**src/rtl/instr_fetch_pkg.sv**
```systemverilog
// Shared definitions for the instruction fetch stage: opcode constants used by
// decode/control and the fetch FSM state encoding.
package instr_fetch_pkg;

  localparam logic [6:0] OPC_LOAD   = 7'b0000011;
  localparam logic [6:0] OPC_STORE  = 7'b0100011;
  localparam logic [6:0] OPC_BRANCH = 7'b1100011;
  localparam logic [6:0] OPC_RTYPE  = 7'b0110011;

  typedef enum logic [1:0] {
    FETCH_IDLE = 2'd0,
    FETCH_REQ  = 2'd1,
    FETCH_HOLD = 2'd2
  } fetch_state_e;

  function automatic logic opcode_supported(input logic [6:0] opc);
    return (opc == OPC_LOAD) || (opc == OPC_STORE) ||
           (opc == OPC_BRANCH) || (opc == OPC_RTYPE);
  endfunction

endpackage

```
**src/rtl/instr_fetch_if.sv**
```systemverilog
// Bundle of the imem req/ack bus, the decode valid/ready path and the branch
// redirect inputs seen by the fetch stage.
interface instr_fetch_if #(parameter int ADDR_W = 32);

  logic              imem_req;
  logic [ADDR_W-1:0] imem_addr;
  logic              imem_ack;
  logic [31:0]       imem_rdata;
  logic              instr_valid;
  logic [31:0]       instr;
  logic [ADDR_W-1:0] instr_pc;
  logic              instr_ready;
  logic              branch_taken;
  logic [ADDR_W-1:0] branch_target;
  logic              instr_illegal;

  modport master (
    output imem_req, imem_addr,
    input  imem_ack, imem_rdata,
    output instr_valid, instr, instr_pc, instr_illegal,
    input  instr_ready, branch_taken, branch_target
  );

  modport slave (
    input  imem_req, imem_addr,
    output imem_ack, imem_rdata,
    input  instr_valid, instr, instr_pc, instr_illegal,
    output instr_ready, branch_taken, branch_target
  );

endinterface

```
**src/rtl/instr_fetch_pc_reg.sv**
```systemverilog
// Program counter with asynchronous reset, load (redirect) and +4 increment.
// pc_next exposes the value the register takes on the coming edge.
module instr_fetch_pc_reg #(
  parameter int                ADDR_W   = 32,
  parameter logic [ADDR_W-1:0] RESET_PC = '0
) (
  input  logic              clk,
  input  logic              rst_n,
  input  logic              load,
  input  logic [ADDR_W-1:0] load_pc,
  input  logic              inc,
  output logic [ADDR_W-1:0] pc,
  output logic [ADDR_W-1:0] pc_next
);

  logic [ADDR_W-1:0] pc_reg;

  // Load has priority; the increment wraps modulo 2^ADDR_W.
  always_comb begin
    pc_next = pc_reg;
    if (load) begin
      pc_next = load_pc;
    end else if (inc) begin
      pc_next = pc_reg + ADDR_W'(4);
    end
  end

  always_ff @(posedge clk or negedge rst_n) begin
    if (!rst_n) begin
      pc_reg <= RESET_PC;
    end else begin
      pc_reg <= pc_next;
    end
  end

  assign pc = pc_reg;

endmodule

```
**src/rtl/instr_fetch.sv**
```systemverilog
// Instruction fetch: owns the PC, fetches words over imem req/ack and hands them
// to decode via valid/ready. Define ILLEGAL_FLAG_EN to enable the opcode flag.
module instr_fetch
  import instr_fetch_pkg::*;
#(
  parameter int                ADDR_W   = 32,
  parameter logic [ADDR_W-1:0] RESET_PC = '0
) (
  input  logic          clk,
  input  logic          rst_n,
  instr_fetch_if.master bus
);

  fetch_state_e      state_reg, state_next;
  logic              kill_reg, kill_next;
  logic              valid_reg, valid_next;
  logic [31:0]       instr_reg, instr_next;
  logic [ADDR_W-1:0] instr_pc_reg, instr_pc_next;
  logic [ADDR_W-1:0] addr_reg, addr_next;
  logic              pc_inc;
  logic [ADDR_W-1:0] pc, pc_next;
  logic [ADDR_W-1:0] target_aligned;

  assign target_aligned = {bus.branch_target[ADDR_W-1:2], 2'b00};

  instr_fetch_pc_reg #(
    .ADDR_W  (ADDR_W),
    .RESET_PC(RESET_PC)
  ) u_pc_reg (
    .clk    (clk),
    .rst_n  (rst_n),
    .load   (bus.branch_taken),
    .load_pc(target_aligned),
    .inc    (pc_inc),
    .pc     (pc),
    .pc_next(pc_next)
  );

  always_comb begin
    state_next    = state_reg;
    kill_next     = kill_reg;
    valid_next    = valid_reg;
    instr_next    = instr_reg;
    instr_pc_next = instr_pc_reg;
    pc_inc        = 1'b0;
    case (state_reg)
      FETCH_IDLE: begin
        state_next = FETCH_REQ;
      end
      FETCH_REQ: begin
        if (bus.imem_ack) begin
          if (kill_reg || bus.branch_taken) begin
            // Word belongs to a squashed path; refetch from the updated pc.
            kill_next = 1'b0;
          end else begin
            instr_next    = bus.imem_rdata;
            instr_pc_next = pc;
            valid_next    = 1'b1;
            pc_inc        = 1'b1;
            state_next    = FETCH_HOLD;
          end
        end else if (bus.branch_taken) begin
          // The outstanding request cannot be withdrawn, so mark its word dead.
          kill_next = 1'b1;
        end
      end
      FETCH_HOLD: begin
        if (bus.branch_taken || bus.instr_ready) begin
          valid_next = 1'b0;
          state_next = FETCH_REQ;
        end
      end
      default: begin
        state_next = FETCH_IDLE;
        kill_next  = 1'b0;
        valid_next = 1'b0;
      end
    endcase
  end

  // Address freezes while a request waits for its ack, otherwise tracks the pc.
  assign addr_next = (state_reg == FETCH_REQ && !bus.imem_ack) ? addr_reg : pc_next;

  always_ff @(posedge clk or negedge rst_n) begin
    if (!rst_n) begin
      state_reg    <= FETCH_IDLE;
      kill_reg     <= 1'b0;
      valid_reg    <= 1'b0;
      instr_reg    <= '0;
      instr_pc_reg <= '0;
      addr_reg     <= RESET_PC;
    end else begin
      state_reg    <= state_next;
      kill_reg     <= kill_next;
      valid_reg    <= valid_next;
      instr_reg    <= instr_next;
      instr_pc_reg <= instr_pc_next;
      addr_reg     <= addr_next;
    end
  end

  assign bus.imem_req    = (state_reg == FETCH_REQ);
  assign bus.imem_addr   = addr_reg;
  assign bus.instr_valid = valid_reg;
  assign bus.instr       = instr_reg;
  assign bus.instr_pc    = instr_pc_reg;

`ifdef ILLEGAL_FLAG_EN
  logic illegal_reg;
  logic capture;

  assign capture = (state_reg == FETCH_REQ) && bus.imem_ack &&
                   !kill_reg && !bus.branch_taken;

  always_ff @(posedge clk or negedge rst_n) begin
    if (!rst_n) begin
      illegal_reg <= 1'b0;
    end else if (capture) begin
      illegal_reg <= !opcode_supported(bus.imem_rdata[6:0]);
    end
  end

  assign bus.instr_illegal = illegal_reg;
`else
  assign bus.instr_illegal = 1'b0;
`endif

endmodule

```
**src/flat_wrapper.sv**
```systemverilog
// flat-port wrapper written by rule: the top's interface ports become plain ports
module instr_fetch_flat import instr_fetch_pkg::*;
#(
  parameter int                ADDR_W   = 32,
  parameter logic [ADDR_W-1:0] RESET_PC = '0
)
  (clk, rst_n, bus_imem_req, bus_imem_addr, bus_imem_ack, bus_imem_rdata, bus_instr_valid, bus_instr, bus_instr_pc, bus_instr_illegal, bus_instr_ready, bus_branch_taken, bus_branch_target);
  instr_fetch_if #(.ADDR_W(ADDR_W)) bus_i ();
  input  logic clk;
  input  logic rst_n;
  output wire logic [$bits(bus_i.imem_req)-1:0] bus_imem_req;
  output wire logic [$bits(bus_i.imem_addr)-1:0] bus_imem_addr;
  input wire logic [$bits(bus_i.imem_ack)-1:0] bus_imem_ack;
  input wire logic [$bits(bus_i.imem_rdata)-1:0] bus_imem_rdata;
  output wire logic [$bits(bus_i.instr_valid)-1:0] bus_instr_valid;
  output wire logic [$bits(bus_i.instr)-1:0] bus_instr;
  output wire logic [$bits(bus_i.instr_pc)-1:0] bus_instr_pc;
  output wire logic [$bits(bus_i.instr_illegal)-1:0] bus_instr_illegal;
  input wire logic [$bits(bus_i.instr_ready)-1:0] bus_instr_ready;
  input wire logic [$bits(bus_i.branch_taken)-1:0] bus_branch_taken;
  input wire logic [$bits(bus_i.branch_target)-1:0] bus_branch_target;
  assign bus_imem_req = bus_i.imem_req;
  assign bus_imem_addr = bus_i.imem_addr;
  assign bus_i.imem_ack = bus_imem_ack;
  assign bus_i.imem_rdata = bus_imem_rdata;
  assign bus_instr_valid = bus_i.instr_valid;
  assign bus_instr = bus_i.instr;
  assign bus_instr_pc = bus_i.instr_pc;
  assign bus_instr_illegal = bus_i.instr_illegal;
  assign bus_i.instr_ready = bus_instr_ready;
  assign bus_i.branch_taken = bus_branch_taken;
  assign bus_i.branch_target = bus_branch_target;
  instr_fetch #(.ADDR_W(ADDR_W), .RESET_PC(RESET_PC)) u_core (.clk(clk), .rst_n(rst_n), .bus(bus_i));
endmodule
```
**config.mk**
```make
export PLATFORM = sky130hd
export DESIGN_NAME = instr_fetch_flat
export DESIGN_NICKNAME = d
export VERILOG_FILES = /design/src/rtl/instr_fetch_pkg.sv /design/src/rtl/instr_fetch_if.sv /design/src/rtl/instr_fetch_pc_reg.sv /design/src/rtl/instr_fetch.sv /design/src/flat_wrapper.sv
export SDC_FILE = /design/constraint.sdc
export NUM_CORES = 1
export LEC_CHECK = 0
export BUFFER_PORTS_ARGS = -buffer_cell sky130_fd_sc_hd__buf_2
export CORE_MARGIN = 5
export CORE_UTILIZATION = 50
export DETAILED_ROUTE_END_ITERATION = 10
export PLACE_DENSITY = 0.77
export SETUP_SLACK_MARGIN = 0.4
export SLEW_MARGIN = 10
export SYNTH_ARGS = -nofsm -noshare
export SYNTH_HDL_FRONTEND = slang
export SYNTH_HIERARCHICAL = 1
export SYNTH_SLANG_ARGS = --single-unit
```
**constraint.sdc**
```tcl
create_clock -name clk -period 5.82 [get_ports clk]
set_input_delay 0.291 -clock clk [delete_from_list [all_inputs] [get_ports clk]]
set_output_delay 0.291 -clock clk [all_outputs]
set_load 0.03 [all_outputs]
```
==> flow_summary.ini, run 1 <==
[worst_setup_path]
timing.critical_path.fanout_max = 12
crit_type = reg -> reg
cp_data_arrival_time_ns = 3.51
worst_setup_sp_type = flop
worst-endpoint-required_ns = 6.17
critPathCaptureType = flop

[finish]
layout_common_cells = buf_2, dfrtp_1, mux2_2
finalCoreUtilization_pct = 63.9
mostFrequentLayoutCell = buf_2
antenna_cells = 0
post_route_cells_drive_above_1_share_pct = 49.1
layout-area-overhead-vs-synth_pct = 25.5
fin_nets = 668

[grt]
grt_start_max_net_pins = 74
via_count_of_the_first_global_routing_pass = 4388
globalRouteOverflowTotal = 0
grtUsageTotal_pct = 19.6
grt_pass1_wl_mm = 22.0
antenna_violations_before_repair = 0

[floorplan]
chipHeight_um = 118
floorplan.initialDensity_pct = 50.9
fp.dieW_um = 118
placementRows = 39
fp.coreArea_um2 = 11400
design.die.area_um2 = 13800
io_pins = 168

[timing]
timing_max_transition_violations_final = 0
holdWs_ns = 0.107
rsz_0062_raised_after_global_routing = false
fin_crit_sh_pct = 54.4
setup_violations = 0
final.setup_skew_ns = 0.00509
fin_setup_tns_ns = 0
max-slew-margin-rel_pct = 32.1
report.final.hold_viol_count = 0
worst_pin_slew_ns = 1.02
post-route-min-period_ns = 3.16
max_freq_mhz = 316
timing.final.ws_setup_ns = 2.66

[detailed_routing]
route.detailed.vias_per_inst = 5.44
detailedRoute.firstPassIterationCount = 5
drc = 0
final_antenna_net_count = 0
detailedRoute.firstIterationViolations = 336
wl_per_cell_um = 18.1
vias = 4098
route.final.wire_length_mm = 13.6

[power]
maximum_resistive_drop_on_vdd_uv = 301
fin_total_pwr_w = 0.00388
power.static_leakage_nw = 3.43
power_per_cell_area_nw_per_um2 = 534

[logic_synthesis]
count_of_flip_flops_with_a_built_in_enable_after_synthesis = 0
postSynth.topFlopCell = dfrtp_1
postSynthRegisterBits = 132
netlist_area_um2 = 5790
synth_seq_area_share_pct = 57.1
yosysUniqueCellTypes = 46
yosysWarningCount = 6
synthesis.area_per_instance_um2 = 13.3
async_flop_share_pct = 100
synthCells = 434

[clock_tree]
clock_sinks = 132
ctsRootBufferMaster = clkbuf_16
clk_path_buf_depth = 2
cts_tree = built
cts-htree-levels = 4
cts_made_buffers = 17
insertion_delay_ns = 0.41
clk_transition_reported_paths_ns = 0.05

[placement]
place.gp.congestion = 0.786
place.port_buffers = 164
pre_cts_slack_ns = 2.35
place_hpwl_mm = 9.25

[outcome]
status = finished, final reports clean

[job]
max_cap_viol_count = 0

[worst_hold_path]
min_path_type = in -> reg
[per-layer routing]
layer,GRT usage (%),up-vias,wire [um]
met5,0,-,0
met4,7.53,0,187
met3,5.62,13,782
met2,32.9,148,6920
met1,24.0,2042,5740
li1,-,1895,-
[critical path, cell delays in order, from the launching register on]
cell and delay [ns]:
dfrtp_1 0.39, nor3b_2 0.27, nand2_4 0.08, inv_1 0.16, nand4_1 0.54, or3_1 0.73
or4_1 0.51, a31oi_1 0.24, mux2_2 0.19
[power breakdown]
| part | total [W] | internal (W) | switching, W |
|---|---|---|---|
| logic | 0.00139 | 0.000518 | 0.000871 |
| clock network | 0.00109 | 0.000712 | 0.000374 |
| registers | 0.00140 | 0.00122 | 0.000184 |
| total | 0.00388 | 0.00245 | 0.00143 |
[what timing repair did]
action                    CTS  global route
hold buffers                1             0
buffers inserted            0             0
resized for setup           0             0
hold endpoints to repair   59             0
[stage by stage]
| step | area (um2) | cells |
|---|---|---|
| finish | 7260 | 754 |
| global route | 7260 | 754 |
| CTS | 7260 | 754 |
| detailed placement | 6660 | 721 |
| global placement | 6660 | 721 |
| floorplan | 5790 | 436 |
[path summary, 6_finish.rpt]
check | start | endpoint | slack (ns) | cells past startpoint
setup / recovery | u_core/kill_reg | u_core/bus.imem_addr[22] | 2.66 | 8
hold / removal | bus_imem_rdata[18] | u_core/bus.instr[18] | 0.11 | 2
setup reg to reg | u_core/kill_reg | u_core/bus.imem_addr[22] | 2.66 | 8
hold reg to reg | u_core/bus.instr[16] | u_core/bus.instr[16] | 0.50 | 1
max in group asynchronous | rst_n | u_core/bus.instr[27] | 4.13 | 3
min in group asynchronous | rst_n | u_core/bus.imem_addr[23] | 0.42 | 2
[area by class of cell]
type	instances	area, um2
clock buffer	21	440
clock inverter	11	159
fill	868	4110
inverter	7	26.3
multi-input combinational	273	2300
sequential	132	3300
tap	143	179
timing repair buffer	167	852
[synthesized netlist by cell type (all sizes together) (2+ instances only)]
cell type | count | area (um2)
nand3 | 16 | 90.1
o41ai | 2 | 17.5
and3 | 2 | 13.8
mux2 | 98 | 1230
nor2 | 15 | 56.3
dfrtp | 132 | 3300
xnor2 | 7 | 61.3
inv | 7 | 26.3
clkbuf | 10 | 37.5
nor2b | 2 | 20.0
o211ai | 5 | 37.5
or2 | 2 | 12.5
nor4 | 3 | 18.8
buf | 14 | 129
or3 | 3 | 18.8
nor3 | 2 | 10.0
o31ai | 10 | 75.1
o21ai | 14 | 70.1
a31oi | 12 | 75.1
nand2 | 34 | 130
or4 | 20 | 161
xor2 | 5 | 43.8
nand4 | 6 | 37.5
[logic make-up after synthesis]
group	count (synthesis)	synth area share [%]
other	1	0.0648
AO/OA/AOI/OAI	47	5.23
AND/OR/NAND/NOR	111	10.8
adder cells (fa/ha/maj)	1	0.216
multiplexers	99	21.4
XOR/XNOR	12	1.82
buffers and inverters	31	3.33
flip-flops	132	57.1
Note: power is estimated with default switching activity, not from simulation.
==> run 2: changes to the inputs <==
Settings changed: ABC_AREA set to 1.
Clock period 5.82 ns to 3.3 ns, I/O delays scaled along.
==> run 2 against run 1 <==
Flip-flop and latch count is the same. Non-clock buffer count grew 54. Clock power increased by 80%. Final area increased by 8.8%. Total power rose by 83%. Count of clock-buffer cells in the layout rose by 2. Combinational power rose by 91%. First-iteration DRC count is 68% higher. Wire length is 19% higher. Critical path depth is 7 higher. Largest cell class unchanged. Highest routed layer unchanged.
==> flow_summary.ini, run 2 <==
[finish]
seqCellArea_um2 = 3300
antenna_cells = 0
fin_nets = 1014
multi_input_comb_area_um2 = 2290
fillerInstances = 903
layout-area-overhead-vs-synth_pct = 34.1
post_route_cells_drive_above_1_share_pct = 23.6
instances_no_fill = 1099
layout_common_cells = nand2_1, buf_2, dfrtp_1
mostFrequentLayoutCell = nand2_1

[job]
max_cap_viol_count = 0

[clock_tree]
cts_made_buffers = 17
cts_tree = built
ctsRootBufferMaster = clkbuf_16
clock_sinks = 132
clk_transition_reported_paths_ns = 0.05
clk_path_buf_depth = 2
insertion_delay_ns = 0.41
cts-htree-levels = 4
post_cts.repair.setup_buffers = 0

[logic_synthesis]
yosysUniqueCellTypes = 34
synth_seq_area_share_pct = 56.0
synthCells = 729
synth_largest_area_cell = dfrtp_1
synthDominantCellAreaShare_pct = 56.0
yosysMostFrequentCell = nand2_1
count_of_flip_flops_with_a_built_in_enable_after_synthesis = 0
postSynth.topFlopCell = dfrtp_1
synthesis.area_per_instance_um2 = 8.09
post_synth_main_area_contributors = dfrtp_1, nand2_1, nand3_1, nor2_1, inv_1
postSynthRegisterBits = 132
yosysWarningCount = 6
async_flop_share_pct = 100
netlist_area_um2 = 5900
yosys-top-cells-count = nand2_1, dfrtp_1, nand3_1

[power]
power_per_cell_area_nw_per_um2 = 899
power.static_leakage_nw = 4.37
maximum_resistive_drop_on_vdd_uv = 638

[worst_setup_path]
cp_data_arrival_time_ns = 2.58
worst_setup_sp_type = flop
critPathCaptureType = flop
reg2reg_slack_ns = 1.06
crit_type = reg -> reg
timing.critical_path.fanout_max = 21
timing.rr.start = u_core/state_reg[1]
worst-r2r-cell-count = 15
worst-endpoint-required_ns = 3.64
worst_r2r_endpoint = u_core/bus.imem_addr[27]

[timing]
rsz_0062_raised_after_global_routing = false
max_freq_mhz = 446
worst_pin_slew_ns = 0.692
timing.final.ws_setup_ns = 1.06
fin_setup_tns_ns = 0
timing_max_transition_violations_final = 0
final.setup_skew_ns = 0.00532
max-slew-margin-rel_pct = 53.9
post-route-min-period_ns = 2.24
setup_violations = 0
holdWs_ns = 0.0129
report.final.hold_viol_count = 0
fin_crit_sh_pct = 67.9

[placement]
place.gp.congestion = 0.898
dp.cells = 1018
place.port_buffers = 164
pre_cts_slack_ns = 1.14
place_hpwl_mm = 10.6

[worst_hold_path]
min_path_type = in -> reg
min_from = bus_branch_target[31]
holdPathEnd = u_core/u_pc_reg/pc[31]
timing.hold.worst_path_depth = 3

[grt]
antenna_violations_before_repair = 0
grtUsageTotal_pct = 23.4
grt_pass1_wl_mm = 27.1
via_count_of_the_first_global_routing_pass = 5467
globalRouteOverflowTotal = 0
grt_start_max_net_pins = 79

[floorplan]
io_pins = 168
chipHeight_um = 119
fp.dieW_um = 119
design.die.area_um2 = 14100
fp.coreArea_um2 = 11500
floorplan.initialDensity_pct = 51.4
placementRows = 39

[detailed_routing]
vias = 5470
route.detailed.vias_per_inst = 4.98
detailedRoute.firstIterationViolations = 563
final_antenna_net_count = 0
route.final.wire_length_mm = 16.2
wl_per_cell_um = 14.8
detailedRoute.firstPassIterationCount = 5
drc = 0

[outcome]
status = finished, final reports clean
[run 2: cell types whose count changed after synthesis, sizes merged, moves of 4 or more]
cell / change
nand2: +367
mux2: -98
nor2: +29
inv: +28
nand3: +25
or4: -20
a31oi: -11
o31ai: -10
buf: +7
a21oi: +5
o211ai: -5
clkbuf: -4
or2: +4
[run 2: cells by family after synthesis]
logic type | after synthesis | synth area share (%)
flops | 132 | 56.0
fa+ha+maj | 1 | 0.212
other cells | 1 | 0.0636
compound gates | 22 | 2.02
xor+xnor | 9 | 1.34
simple gates | 501 | 35.1
buf+inv | 63 | 5.28
[run 2: per-layer routing]
layer  routed length (um)  share of wire (%)  GRT usage [%]  up-vias
met4                  176                1.1           6.02        0
met2                 7630                 47           37.8      206
li1                     -                  -              -     2669
met3                 1050                6.5           5.54       17
met5                    0                  0              0        -
met1                 7370                 45           32.1     2578
[run 2: area by class of cell]
| type | count | share of cell area, % |
|---|---|---|
| Clock buffer | 23 | 6.30 |
| Clock inverter | 8 | 1.55 |
| Inverter | 36 | 1.71 |
| Multi-Input combinational cell | 536 | 28.9 |
| Sequential cell | 132 | 41.8 |
| Tap cell | 143 | 2.26 |
| Timing Repair Buffer | 221 | 17.5 |
[run 2: stage by stage]
step	instance area (um2)	power (W)	util, %
2_1_floorplan	5900	0.00429	-
3_3_place_gp	6790	0.00506	59.2
3_5_place_dp	6790	0.00512	59.2
4_1_cts	7910	0.00714	68.9
5_1_grt	7910	0.00749	68.9
6_report	7910	0.00711	68.9
[run 2: how the worst max path moves through the flow]
stage / start / endpoint / cells past startpoint
floorplan: u_core/state_reg[1] / u_core/bus.imem_addr[26] / 17
global placement: u_core/state_reg[1] / u_core/bus.imem_addr[27] / 14
detailed placement: u_core/state_reg[1] / u_core/bus.imem_addr[27] / 14
CTS: u_core/state_reg[1] / u_core/bus.imem_addr[27] / 15
global route: u_core/state_reg[1] / u_core/bus.imem_addr[23] / 14
finish: u_core/state_reg[1] / u_core/bus.imem_addr[27] / 15
[run 2: what timing repair did]
| item | CTS | global route |
|---|---|---|
| resized for setup | 0 | 0 |
| hold buffers | 50 | 0 |
| endpoints found under the hold margin | 125 | 0 |
[run 2: where the power goes]
group          total [W]  leakage (nW)  switching [W]  internal, W
clock network    0.00196         0.297       0.000675      0.00128
logic            0.00266          2.45        0.00193     0.000728
registers        0.00249          1.63       0.000320      0.00217
total            0.00711          4.37        0.00293      0.00418
[run 2: critical path: stages, from the launching register on]
cell and delay (ns):
dfrtp_1 0.40, inv_1 0.09, nand2_1 0.08, inv_2 0.10, nand3_4 0.08, inv_2 0.30
inv_1 0.16, nor2_1 0.17, nand3_1 0.10, nor2_2 0.19, nand3_1 0.12, nand2_1 0.08
nand3_1 0.07, nand2_1 0.09, nand2_1 0.05, nand2_1 0.10
